--- config.mk ---
export PLATFORM = sky130hd
export DESIGN_NAME = mux_arb_nxw_flat
export DESIGN_NICKNAME = d
export VERILOG_FILES = /design/src/rtl/mux_arb_nxw_pkg.sv /design/src/rtl/mux_arb_nxw_if.sv /design/src/rtl/mux_arb_nxw_rr_pick.sv /design/src/rtl/mux_arb_nxw.sv /design/src/flat_wrapper.sv
export SDC_FILE = /design/constraint.sdc
export NUM_CORES = 1
export LEC_CHECK = 0
export CORE_MARGIN = 2
export CORE_UTILIZATION = 42
export CTS_BUF_LIST = sky130_fd_sc_hd__clkbuf_16
export CTS_CLUSTER_SIZE = 30
export DETAILED_ROUTE_END_ITERATION = 8
export GPL_TIMING_DRIVEN = 0
export PLACE_DENSITY_LB_ADDON = 0.12
export SLEW_MARGIN = 20
export SYNTH_ARGS = -nofsm -noshare
export SYNTH_HDL_FRONTEND = slang
export SYNTH_SLANG_ARGS = --single-unit
export TNS_END_PERCENT = 20
--- constraint.sdc ---
create_clock -name clk -period 4.9 [get_ports clk]
set_input_delay 0.735 -clock clk [delete_from_list [all_inputs] [get_ports clk]]
set_output_delay 0.735 -clock clk [all_outputs]
set_load 0.05 [all_outputs]
--- src/rtl/mux_arb_nxw_pkg.sv ---
// Shared types and helpers for the N-channel registered data selector.
// Contents:
//   mux_mode_t     selection mode: MUX_SEL explicit index, MUX_RR round-robin
//   MUX_DEF_NCH    default channel count
//   MUX_DEF_DW     default data width
//   sel_width()    width of a channel index (at least 1 bit)
//   wrap_add()     (a + b) mod n for small non-negative operands, a < n, b < n
package mux_arb_nxw_pkg;

  typedef enum logic {
    MUX_SEL = 1'b0,
    MUX_RR  = 1'b1
  } mux_mode_t;

  localparam int MUX_DEF_NCH = 3;
  localparam int MUX_DEF_DW  = 16;

  function automatic int sel_width(input int n);
    return (n > 1) ? $clog2(n) : 1;
  endfunction

  // Single conditional subtract is enough because both operands are below n.
  function automatic int wrap_add(input int a, input int b, input int n);
    return ((a + b) >= n) ? (a + b - n) : (a + b);
  endfunction

endpackage

--- src/rtl/mux_arb_nxw_if.sv ---
// Channel and output-stage bundle of the N-channel registered data selector.
// Modports:
//   master  source/consumer side: drives mode, select, channel valid/data and m_ready_in
//   slave   selector side: drives ready_out and the registered output stage
// Signals:
//   mode_in, sel_in       selection mode and explicit channel index
//   valid_in, d_in        per-channel valid, packed channel data (channel i at [i*DW +: DW])
//   ready_out             per-channel accept strobe
//   m_out, m_ch_out       registered selected data and source channel index
//   m_valid_out           output stage holds valid data
//   m_ready_in            consumer takes m_out this cycle
interface mux_arb_nxw_if #(
  parameter int N_CH = mux_arb_nxw_pkg::MUX_DEF_NCH,
  parameter int DW   = mux_arb_nxw_pkg::MUX_DEF_DW
) ();
  import mux_arb_nxw_pkg::*;

  localparam int SELW = sel_width(N_CH);

  mux_mode_t             mode_in;
  logic [SELW-1:0]       sel_in;
  logic [N_CH-1:0]       valid_in;
  logic [N_CH*DW-1:0]    d_in;
  logic [N_CH-1:0]       ready_out;
  logic [DW-1:0]         m_out;
  logic [SELW-1:0]       m_ch_out;
  logic                  m_valid_out;
  logic                  m_ready_in;

  modport master (
    output mode_in, sel_in, valid_in, d_in, m_ready_in,
    input  ready_out, m_out, m_ch_out, m_valid_out
  );

  modport slave (
    input  mode_in, sel_in, valid_in, d_in, m_ready_in,
    output ready_out, m_out, m_ch_out, m_valid_out
  );

endinterface

--- src/rtl/mux_arb_nxw_rr_pick.sv ---
// rr_pick_nch: combinational rotate-priority search.
// Finds the first requesting channel starting at ptr and wrapping modulo N_CH.
// Ports:
//   req        in   N_CH   request vector
//   ptr        in   SELW   search start index (always < N_CH)
//   gnt_valid  out  1      some channel requested
//   gnt_idx    out  SELW   chosen channel (don't-care when gnt_valid=0)
module rr_pick_nch
  import mux_arb_nxw_pkg::*;
#(
  parameter int N_CH = MUX_DEF_NCH,
  parameter int SELW = sel_width(N_CH)
) (
  input  logic [N_CH-1:0] req,
  input  logic [SELW-1:0] ptr,
  output logic            gnt_valid,
  output logic [SELW-1:0] gnt_idx
);

  logic            gnt_valid_s;
  logic [SELW-1:0] gnt_idx_s;

  // Scan offsets from farthest to nearest so the nearest requester overwrites last.
  always_comb begin
    gnt_valid_s = 1'b0;
    gnt_idx_s   = {SELW{1'b0}};
    for (int j = N_CH - 1; j >= 0; j--) begin
      gnt_valid_s = gnt_valid_s | req[wrap_add(int'(ptr), j, N_CH)];
      gnt_idx_s   = req[wrap_add(int'(ptr), j, N_CH)]
                    ? SELW'(wrap_add(int'(ptr), j, N_CH)) : gnt_idx_s;
    end
  end

  assign gnt_valid = gnt_valid_s;
  assign gnt_idx   = gnt_idx_s;

endmodule

--- src/rtl/mux_arb_nxw.sv ---
// mux_arb_nxw: N-channel, DW-bit registered data selector with valid/ready handshake.
// Grants one channel per cycle, either the explicitly selected one or round-robin
// among requesters, and captures its data into a one-entry output register.
// Ports:
//   clk   in  1   system clock, all state on rising edge
//   rst   in  1   synchronous active-high reset
//   bus   slave modport of mux_arb_nxw_if (mode, select, channels, output stage)
module mux_arb_nxw
  import mux_arb_nxw_pkg::*;
#(
  parameter int N_CH = MUX_DEF_NCH,
  parameter int DW   = MUX_DEF_DW
) (
  input logic           clk,
  input logic           rst,
  mux_arb_nxw_if.slave  bus
);

  localparam int SELW = sel_width(N_CH);

  logic [DW-1:0]   m_out_r;
  logic [SELW-1:0] m_ch_r;
  logic            m_valid_r;
  logic [SELW-1:0] rr_ptr_r;

  logic            load_s;
  logic            rr_gv_s;
  logic [SELW-1:0] rr_idx_s;
  logic            grant_s;
  logic [SELW-1:0] g_s;
  logic [DW-1:0]   d_sel_s;
  logic [N_CH-1:0] ready_s;

  // Output stage can take a new item when empty or being drained this cycle.
  assign load_s = !m_valid_r || bus.m_ready_in;

  rr_pick_nch #(
    .N_CH (N_CH),
    .SELW (SELW)
  ) u_rr_pick (
    .req       (bus.valid_in),
    .ptr       (rr_ptr_r),
    .gnt_valid (rr_gv_s),
    .gnt_idx   (rr_idx_s)
  );

  // Grant source: explicit index (out-of-range index means no grant) or round-robin pick.
  always_comb begin
    grant_s = 1'b0;
    g_s     = {SELW{1'b0}};
    case (bus.mode_in)
      MUX_SEL: begin
        g_s = bus.sel_in;
        if (int'(bus.sel_in) < N_CH) begin
          grant_s = bus.valid_in[bus.sel_in];
        end else begin
          grant_s = 1'b0;
        end
      end
      MUX_RR: begin
        g_s     = rr_idx_s;
        grant_s = rr_gv_s;
      end
      default: begin
        g_s     = {SELW{1'b0}};
        grant_s = 1'b0;
      end
    endcase
  end

  // One-hot accept strobe and data mux; ready is held low while reset is asserted.
  always_comb begin
    ready_s = {N_CH{1'b0}};
    d_sel_s = {DW{1'b0}};
    for (int i = 0; i < N_CH; i++) begin
      ready_s[i] = !rst && load_s && grant_s && (int'(g_s) == i);
      d_sel_s    = (int'(g_s) == i) ? bus.d_in[i*DW +: DW] : d_sel_s;
    end
  end

  // Output register and round-robin pointer; pointer only advances on RR transfers.
  always_ff @(posedge clk) begin
    if (rst) begin
      m_out_r   <= {DW{1'b0}};
      m_ch_r    <= {SELW{1'b0}};
      m_valid_r <= 1'b0;
      rr_ptr_r  <= {SELW{1'b0}};
    end else if (load_s) begin
      if (grant_s) begin
        m_out_r   <= d_sel_s;
        m_ch_r    <= g_s;
        m_valid_r <= 1'b1;
        if (bus.mode_in == MUX_RR) begin
          rr_ptr_r <= SELW'(wrap_add(int'(g_s), 1, N_CH));
        end else begin
          rr_ptr_r <= rr_ptr_r;
        end
      end else begin
        m_valid_r <= 1'b0;
      end
    end else begin
      m_valid_r <= m_valid_r;
    end
  end

  assign bus.ready_out   = ready_s;
  assign bus.m_out       = m_out_r;
  assign bus.m_ch_out    = m_ch_r;
  assign bus.m_valid_out = m_valid_r;

endmodule

--- src/flat_wrapper.sv ---
// flat-port wrapper written by rule: the top's interface ports become plain ports
module mux_arb_nxw_flat import mux_arb_nxw_pkg::*;
#(
  parameter int N_CH = MUX_DEF_NCH,
  parameter int DW   = MUX_DEF_DW
)
  (clk, rst, bus_mode_in, bus_sel_in, bus_valid_in, bus_d_in, bus_m_ready_in, bus_ready_out, bus_m_out, bus_m_ch_out, bus_m_valid_out);
  mux_arb_nxw_if #(.N_CH(N_CH), .DW(DW)) bus_i ();
  input logic clk;
  input logic rst;
  input wire logic [$bits(bus_i.mode_in)-1:0] bus_mode_in;
  input wire logic [$bits(bus_i.sel_in)-1:0] bus_sel_in;
  input wire logic [$bits(bus_i.valid_in)-1:0] bus_valid_in;
  input wire logic [$bits(bus_i.d_in)-1:0] bus_d_in;
  input wire logic [$bits(bus_i.m_ready_in)-1:0] bus_m_ready_in;
  output wire logic [$bits(bus_i.ready_out)-1:0] bus_ready_out;
  output wire logic [$bits(bus_i.m_out)-1:0] bus_m_out;
  output wire logic [$bits(bus_i.m_ch_out)-1:0] bus_m_ch_out;
  output wire logic [$bits(bus_i.m_valid_out)-1:0] bus_m_valid_out;
  assign bus_i.mode_in = bus_mode_in;
  assign bus_i.sel_in = bus_sel_in;
  assign bus_i.valid_in = bus_valid_in;
  assign bus_i.d_in = bus_d_in;
  assign bus_i.m_ready_in = bus_m_ready_in;
  assign bus_ready_out = bus_i.ready_out;
  assign bus_m_out = bus_i.m_out;
  assign bus_m_ch_out = bus_i.m_ch_out;
  assign bus_m_valid_out = bus_i.m_valid_out;
  mux_arb_nxw #(.N_CH(N_CH), .DW(DW)) u_core (.clk(clk), .rst(rst), .bus(bus_i));
endmodule
**Yosys cells after proc, flatten, opt, wreduce, memory -nomap -nowiden**

Index checks and enable logic that the tools add are counted.
W data, S select, Z words.

- Muxes and demuxes: 25
- Reduce and logical (&&, ||, !) cells: 11
- Bitwise logic cells: 3
- Add/sub/neg operators: 7
- Equal/unequal tests: 2
- Divide/modulo/power cells: 0
- Magnitude comparators: 9
- Shifts and indexed selects: 0
- $mul: 0

Operator list:

| operator | count |
|---|---|
| $lt A32 B4 Y1 const B | 3 |
| $mux W32 | 3 |
| $ge A32 B3 Y1 const B | 2 |
| $sub A32 B3 Y32 const B | 2 |
| $mux W16 | 3 |
| $mux W1 | 9 |
| $bmux W1 S2 | 4 |
| $mux W2 | 4 |
| $add A2 B1 Y3 const B | 2 |
| $logic_and A1 B1 Y1 | 5 |
| $eq A2 B2 Y1 const B | 2 |
| $pmux W2 S2 | 1 |
| $add A2 B2 Y3 const B | 1 |
| $ge A3 B2 Y1 const B | 1 |
| $lt A2 B3 Y1 const B | 1 |
| $reduce_and A3 Y1 | 1 |
| $sub A2 B2 Y3 const B | 1 |
| $ge A2 B2 Y1 const B | 1 |
| $logic_not A1 Y1 | 2 |
| $logic_not A2 Y1 | 1 |
| $lt A2 B2 Y1 const B | 1 |
| $or A1 B1 Y1 | 2 |
| $pmux W1 S2 | 1 |
| $reduce_and A2 Y1 | 1 |
| 3 further kinds | 3 |

- Bits of input ports: 57
- Memories: 0
- Bits in latches: 0
- Register bits: 21
- RAM bits: 0
- Logic and storage cells: 61
- Output and inout bits: 22
- ROM bits: 0

**Depth between registers and ports, before layout**

- Depth after elaboration: 14
- Depth in mapped cells: 11
- Mapped depth without buffers: 8

**Cells and area by module**

From an unflattened synthesis, not the netlist that was laid out.

- Cell total of the unflattened synthesis: 170
- Area, all modules: 1,532.7 sq um

Modules (own cells, without submodules):

| module | cells each | instances | area an instance (sq um) | seq. area each (sq um) |
|---|---|---|---|---|
| mux_arb_nxw | 143 | 1 | 1,341.3 | 420.4 |
| rr_pick_nch | 27 | 1 | 191.4 | 0.0 |

**Worst setup path before layout**

No wires, ideal clock.

- Path kind: register to output
- From: register u_core.rr_ptr_r[1]
- To: output port bus_ready_out[2]
- Stages on the path, launching flop included: 10
- Data arrival time: 2,920 ps
- Setup slack: 1,245 ps
- Data required time: 4,165 ps
- Path through: dfxtp_1 -> inv_1 -> ha_1 -> buf_4 -> mux2i_1 -> or2_1 -> nor4b_4 -> nor3_1 -> nand3_1 -> nor3b_1

- Word-level cells in the longest chain between the ends: 12

RTL lines:

| element | line | source |
|---|---|---|
| start, declared | mux_arb_nxw.sv:24 | `logic [SELW-1:0] rr_ptr_r;` |
| start signal, assigned | mux_arb_nxw.sv:87 | `rr_ptr_r <= {SELW{1'b0}};` |
| start signal, assigned | mux_arb_nxw.sv:94 | `rr_ptr_r <= SELW'(wrap_add(int'(g_s), 1, N_CH));` |
| start signal, assigned | mux_arb_nxw.sv:96 | `rr_ptr_r <= rr_ptr_r;` |
| $add A2 B2 Y3 | mux_arb_nxw_pkg.sv:24 | `return ((a + b) >= n) ? (a + b - n) : (a + b);` |
| $sub A32 B3 Y32 or $ge A32 B3 Y1 (tied branches) | mux_arb_nxw_pkg.sv:24 |  |
| $mux W32 | mux_arb_nxw_pkg.sv:24 |  |
| $bmux W1 S2 | mux_arb_nxw_rr_pick.sv:29 | `gnt_idx_s = req[wrap_add(int'(ptr), j, N_CH)]` |
| $mux W1 (not written as such) (2 in series) | mux_arb_nxw_rr_pick.sv:29 |  |
| $mux W2 (3 in series) | mux_arb_nxw_rr_pick.sv:30 | `? SELW'(wrap_add(int'(ptr), j, N_CH)) : gnt_idx_s;` |
| $pmux W2 S2 | mux_arb_nxw.sv:51 | `case (bus.mode_in)` |
| $eq A2 B2 Y1 | mux_arb_nxw.sv:76 | `ready_s[i] = !rst && load_s && grant_s && (int'(g_s) == i);` |
| $logic_and A1 B1 Y1 * | mux_arb_nxw.sv:76 |  |
| end, declared | flat_wrapper.sv:16 | `output wire logic [$bits(bus_i.ready_out)-1:0] bus_ready_out;` |

Mark *: on every way between the ends. The rest lies on a longest branch, timed or not. The select of a mux whose other input is x is not followed.

**Final worst setup path**

- From: input port bus_valid_in[2]
- To: output port bus_ready_out[1]

- Word-level cells in the longest chain between the ends: 9

RTL lines:

| element | line | source |
|---|---|---|
| start, declared | flat_wrapper.sv:13 | `input wire logic [$bits(bus_i.valid_in)-1:0] bus_valid_in;` |
| $bmux W1 S2 | mux_arb_nxw_rr_pick.sv:29 |  |
| $mux W1 (not written as such) (2 in series) | mux_arb_nxw_rr_pick.sv:29 |  |
| $mux W2 (3 in series) | mux_arb_nxw_rr_pick.sv:30 |  |
| $pmux W2 S2 | mux_arb_nxw.sv:51 |  |
| $eq A2 B2 Y1 | mux_arb_nxw.sv:76 |  |
| $logic_and A1 B1 Y1 * | mux_arb_nxw.sv:76 |  |

Marked as above.

==> results_dict.tcl <==
set metrics [dict create \
    cts_made_buffers 3 \
    start_util_pct 43.65 \
    dieArea_sq_um 3926 \
    holdPathEnd "u_core.bus.m_ch_out[1]" \
    cts_tree "done" \
    synthArstFlopShare_pct 0 \
    clk_latency_ns 0.26 \
    synth_enable_flop_cells 0 \
    cts_max_level 1 \
    fin_total_pwr_uw 719.1 \
    required_ns 4.16 \
    fin_setup_tns_ns 0 \
    die_h_um 62.66 \
    synth_nets 218 \
    start_kind "input pin" \
    setup_slack_ns 0.3667 \
    final_area_sq_um 2362 \
    ctsHoldBuffers 0 \
    ys_warn_count 0 \
    clkSinkCount 21 \
    first_global_vias 1709 \
    arrival_ns 3.80 \
    antenna-diode-count 0 \
    reg2reg_to "u_core.bus.m_out[4]" \
    synth_cell_types 42 \
    gp_routability_congestion 0.8343 \
    die_w_um 62.66 \
    max_slew_margin_pct 63.07 \
    setup_viol 0 \
    yosysMostFrequentCell "dfxtp_1" \
    io_pins 79 \
    drv_slew 0 \
    track_usage_pct 24.33 \
    path_class "in2out" \
    wl_met1_mm 1.907 \
    detail_route.vias_per_cell 5.605 \
    finalHoldViolCount 0 \
    portBuffers 78 \
    drt_iter0_drc 49 \
    wire_per_inst_um 16.64 \
    nets 301 \
    max_cap_violations 0 \
    dr.pass1.iters 4 \
    yosys-top-cells-count "dfxtp_1, nand2_1, o21ai_0" \
    rsz0062_at_grt "no" \
    synthCells 158 \
    syn_area_per_cell_sq_um 9.146 \
    place_area_sq_um 2283 \
    grt-ovfl-total 0 \
    grt_max_degree 12 \
    hold_class "reg2reg" \
    cellLeakagePower_uw 0.0008600 \
    post-place-ws_ns 0.4197 \
    ant_nets 0 \
    antenna_found_initial 0 \
    hpwl_mm 3.694 \
    post_cts_buffers 0 \
    r2r-start "u_core.rr_ptr_r[0]" \
    fillerInstances 286 \
    vdd_drop_max_v 0.0001854 \
    max_freq_mhz 220.6 \
    synth_area_sq_um 1445 \
    hp-start "u_core.bus.m_ch_out[1]" \
    r2r_setup_slack_ns 2.19 \
    reg2regPathDepth 9 \
    status "finished, final reports clean" \
    yosysTopAreaCell "dfxtp_1" \
    met2WireLength_mm 2.448 \
    post_cts_resized 0 \
    synth_top_area_share_pct 29.09 \
    hold_path_depth 2 \
    cts_root_buffer "clkbuf_16" \
    core-area_sq_um 3311 \
    synth_area_leaders "dfxtp_1, a221oi_2, a21oi_2, o21ai_0, nand2_1" \
    p_per_area_nw_per_um2 304.4 \
    grt_pass1_wl_mm 7.803 \
    route.detailed.drc 0 \
    post-route-period-util_pct 92.52 \
    wl_met3_um 321 \
    skew_ns 0.004165 \
    top_layer_used "met4" \
    clkTransAtPathRegs_ns 0.06 \
    final_layout_size_suffix_gt1_share_pct 15.42 \
    rows 21 \
    cts_buffer_depth 2 \
    area_growth_pct 63.46 \
    synth-main-ff-cell "dfxtp_1" \
    critPathCaptureType "output pin" \
    dr_total_vias 1603 \
    ys_ff_latch 21 \
    routed_wl_mm 4.760 \
    crit_fanout 10 \
    min_period_ns 4.533 \
    yosysSeqAreaShare_pct 29.09 \
    timing.hold.ws_ns 0.5070 \
    tightest_slew_ns 0.5529 \
]
==> state kept, by name, summed over array words and instances (netlist names) <==
| register | flops |
|---|---|
| u_core.rr_ptr_r | 2 |
| u_core.bus.m_ch_out | 2 |
| u_core.bus.m_out | 16 |
| u_core.bus.m_valid_out | 1 |
==> worst max path at each step <==
stage,from,endpoint,slack (ns),cells past startpoint
after floorplan,u_core.rr_ptr_r[1],bus_ready_out[2],1.25,9
after global placement,bus_valid_in[2],bus_ready_out[1],0.53,8
after detailed placement,bus_valid_in[2],bus_ready_out[1],0.42,8
after CTS,bus_valid_in[2],bus_ready_out[1],0.38,8
after global routing,bus_valid_in[2],bus_ready_out[1],0.16,8
final,bus_valid_in[2],bus_ready_out[1],0.37,8
==> logic make-up (layout without fill, tap and decap cells) <==
kind of cell | Yosys count | after routing | synth area share, %
buf+inv | 17 | 99 | 7.099
mux | 6 | 6 | 4.502
fa+ha+maj | 3 | 3 | 2.598
xor+xnor | 1 | 1 | 0.6062
simple gates | 41 | 41 | 14.46
compound gates | 69 | 69 | 41.64
flops | 21 | 21 | 29.09
==> through the flow <==
stage / util (%) / instances
4_1_cts: 71.35 / 286
3_3_place_gp: 68.97 / 282
3_5_place_dp: 68.97 / 282
6_report: 71.35 / 286
2_1_floorplan: - / 158
5_1_grt: 71.35 / 286
==> power by group <==
part           switching [uW]  total (uW)  internal (uW)
Combinational             197         337            140
Sequential               11.4         205            194
Clock                    67.5         176            109
Total                     276         719            443
==> critical path, cell delays in order <==
cell and delay [ns]:
clkdlybuf4s50_1 0.60, mux2i_1 0.16, or2_1 0.27, nor4b_4 0.15, nor3_1 0.42, clkbuf_1 0.41
and3_1 0.24, clkdlybuf4s50_1 0.82
==> routing by layer <==
| metal | vias to the layer above | track usage, % |
|---|---|---|
| li1 | 761 | - |
| met1 | 769 | 27.04 |
| met2 | 64 | 45.83 |
| met3 | 9 | 5.946 |
| met4 | 0 | 6.389 |
| met5 | - | 0 |
==> cell usage in the layout (no fill, tap or decap), drive strengths merged, types with 2 or more instances in the layout <==
cell,instances
clkdlybuf4s50,78
dfxtp,21
nand2,18
o21ai,18
a21oi,18
a221oi,16
inv,8
nor2,7
clkbuf,7
buf,6
mux2i,5
nor2b,3
nand3,3
a311oi,3
ha,3
o211a,2
o21a,2
nor3,2
or3,2
a21o,2
a31oi,2
a211oi,2
==> area by class of cell <==
cell class	count	area (sq um)	share of cell area [%]
plain buffers	10	76.32	3.231
inverters	7	26.28	1.112
well taps	46	57.56	2.436
multi-input cells	120	922.1	39.04
flip-flops and latches	21	420.4	17.80
clock buffers	3	75.07	3.178
clock inverters	1	3.754	0.1589
repair buffers	78	780.7	33.05
Note: power is estimated with default switching activity, not from simulation.
==> RTL change (config.mk and constraints unchanged) <==
Set the package constant `MUX_DEF_NCH` to 2 (it was 3).
--- a/src/rtl/mux_arb_nxw_pkg.sv
+++ b/src/rtl/mux_arb_nxw_pkg.sv
@@ -12,7 +12,7 @@
     MUX_RR  = 1'b1
   } mux_mode_t;
 
-  localparam int MUX_DEF_NCH = 3;
+  localparam int MUX_DEF_NCH = 2;
   localparam int MUX_DEF_DW  = 16;
 
   function automatic int sel_width(input int n);
Ports: changed (5 resized); port bits go from 79 to 59. The function was not compared with the original's and may differ.
==> RTL change against the unedited design <==
  * Routed wire length decreased by 42%
  * Register-to-register slack gained 1.1 ns
  * Cell area fell by 29%
  * Global-route usage down 2.9 points
  * Count of clock-buffer cells in the layout stayed put
  * Sequential cell count decreased by 2
  * Setup slack improved by 0.71 ns
  * Clock skew barely moved
  * Area after synthesis down 31%
  * Final cell count decreased by 30%
  * Total power decreased by 24%
  * Largest cell class is now buffers
==> RTL change: results (changes against the unedited design) <==
largest net degree at the start of global routing = 12 (unchanged)
global-route wire length before repair = 4491 µm (-42%)
VDD IR max = 0.1984 mV (+7.0%)
share of layout cells above drive strength 1 = 15.61% (+0.19 points)
CP Launch Point = bus_valid_in[1]
CTS Buf Count = 3 (unchanged)
largest cells by area after synthesis = dfxtp_1 (38%), a311oi_2 (15%), nand2_1 (12%)
CP Max Fanout = 10 (unchanged)
Least-Margin Pin Slew = 0.5961 ns (+0.04316 ns)
leading cell types by count after synthesis = nand2_1 (32), nor2_1 (20), dfxtp_1 (19)
initial antenna violation count = 0 (unchanged)
max FFs per register = 16 (unchanged)
DR iter-0 viols = 8 (-84%)
top_reg_cell synth = dfxtp_1
P_leak = 0.0006414 µW (-25%)
register area share after synthesis = 38.34% (+9.2 points)
global placement routability congestion = 0.8449 (+1.3%)
Place WS = 1.077 ns (+0.6577 ns)
gr usage total = 21.47% (-2.9 points)
vias in the first global route = 1054 (-38%)
# fillers = 167 (-42%)
Nets = 213 (-29%)
routed wire length per instance = 13.83 µm (-17%)
# port buffers = 57 (-27%)
Syn Nets = 151 (-31%)
hold_sp = u_core.rr_ptr_r$_SDFFE_PP0P_
status = finished, final reports clean
HP Class = flip-flop to flip-flop
RR Startpoint = u_core.rr_ptr_r$_SDFFE_PP0P_
post-CTS sizing = 0 (unchanged)
hpwl dp = 2080 µm (-44%)
CP Data Arrival Time = 3.09 ns (-0.71 ns)
n_diodes = 0 (unchanged)
Yosys cell types = 21 (-50%)
Layout Skew = 0.004021 ns (-0.0001440 ns)
vias post-DR = 1044 (-35%)
==> RTL change: cell count changes after synthesis, moves of 10 or more <==
| cell | unedited run | this run |
|---|---|---|
| a311oi_2 | 0 | 10 |
| a221oi_2 | 10 | 0 |
| o21ai_0 | 17 | 0 |
| nand2_1 | 18 | 32 |
| a21oi_2 | 10 | 0 |
| nor2_1 | 7 | 20 |
==> RTL change: power breakdown <==
| part | internal [µW] | switching, µW | leakage (µW) | total, µW |
|---|---|---|---|---|
| combinational | 85.0 | 114 | 0.000443 | 199 |
| clock | 109 | 58.0 | 0.0000409 | 167 |
| sequential | 171 | 8.49 | 0.000158 | 180 |
==> RTL change: per-stage QoR <==
stage | area [µm²] | cells | hold WS [ns] | power [µW] | util (%)
after floorplan | 992.2 | 112 | 0.4428 | 305.7 | -
after global placement | 1598 | 197 | 0.4605 | 377.3 | 71.54
after detailed placement | 1598 | 197 | 0.4823 | 381.5 | 71.54
after CTS | 1678 | 201 | 0.4956 | 550.6 | 75.13
after global routing | 1678 | 201 | 0.5239 | 567.4 | 75.13
final | 1678 | 201 | 0.4830 | 546.2 | 75.13
==> RTL change: critical path, cell delays in order <==
cell and delay, ns:
clkdlybuf4s50_1 0.61, mux2_2 0.21, o221a_1 0.19, buf_6 0.16, buf_6 0.15, nor3b_1 0.20, clkdlybuf4s50_1 0.84
==> RTL change: cell families after synthesis <==
| group | share of synthesized area, % |
|---|---|
| buffers and inverters | 7.944 |
| AND/OR/NAND/NOR | 23.83 |
| flip-flops | 38.33 |
| AO/OA/AOI/OAI | 28.75 |
| multiplexers | 1.135 |
==> RTL change: metal layers <==
metal | vias to the layer above | global-route usage, % | part of all wire [%]
met5 | - | 0 | 0
met1 | 488 | 24.69 | 41
li1 | 517 | - | -
met2 | 37 | 40.63 | 52
met3 | 2 | 3.143 | 6.0
met4 | 0 | 5.556 | 0.47
==> RTL change: final timing paths <==
| kind | end | slack (ns) | cells after the start |
|---|---|---|---|
| worst min-delay path | u_core.rr_ptr_r$_SDFFE_PP0P_ | 0.48 | 2 |
| worst max-delay path | bus_ready_out[1] | 1.07 | 7 |
| worst max register to register | u_core.bus.m_out[5]$_SDFFE_PP0P_ | 3.31 | 5 |
| worst min register to register | u_core.rr_ptr_r$_SDFFE_PP0P_ | 0.48 | 2 |
==> RTL change: cell type report <==
cell class	count	area, µm²	area share [%]
Inverter	1	3.754	0.2237
Clock inverter	1	5.005	0.2983
Buffer	10	75.07	4.474
Tap cell	28	35.03	2.088
Sequential cell	19	380.4	22.67
Multi-Input combinational cell	82	533.0	31.77
Clock buffer	3	75.07	4.474
Timing Repair Buffer	57	570.5	34.00
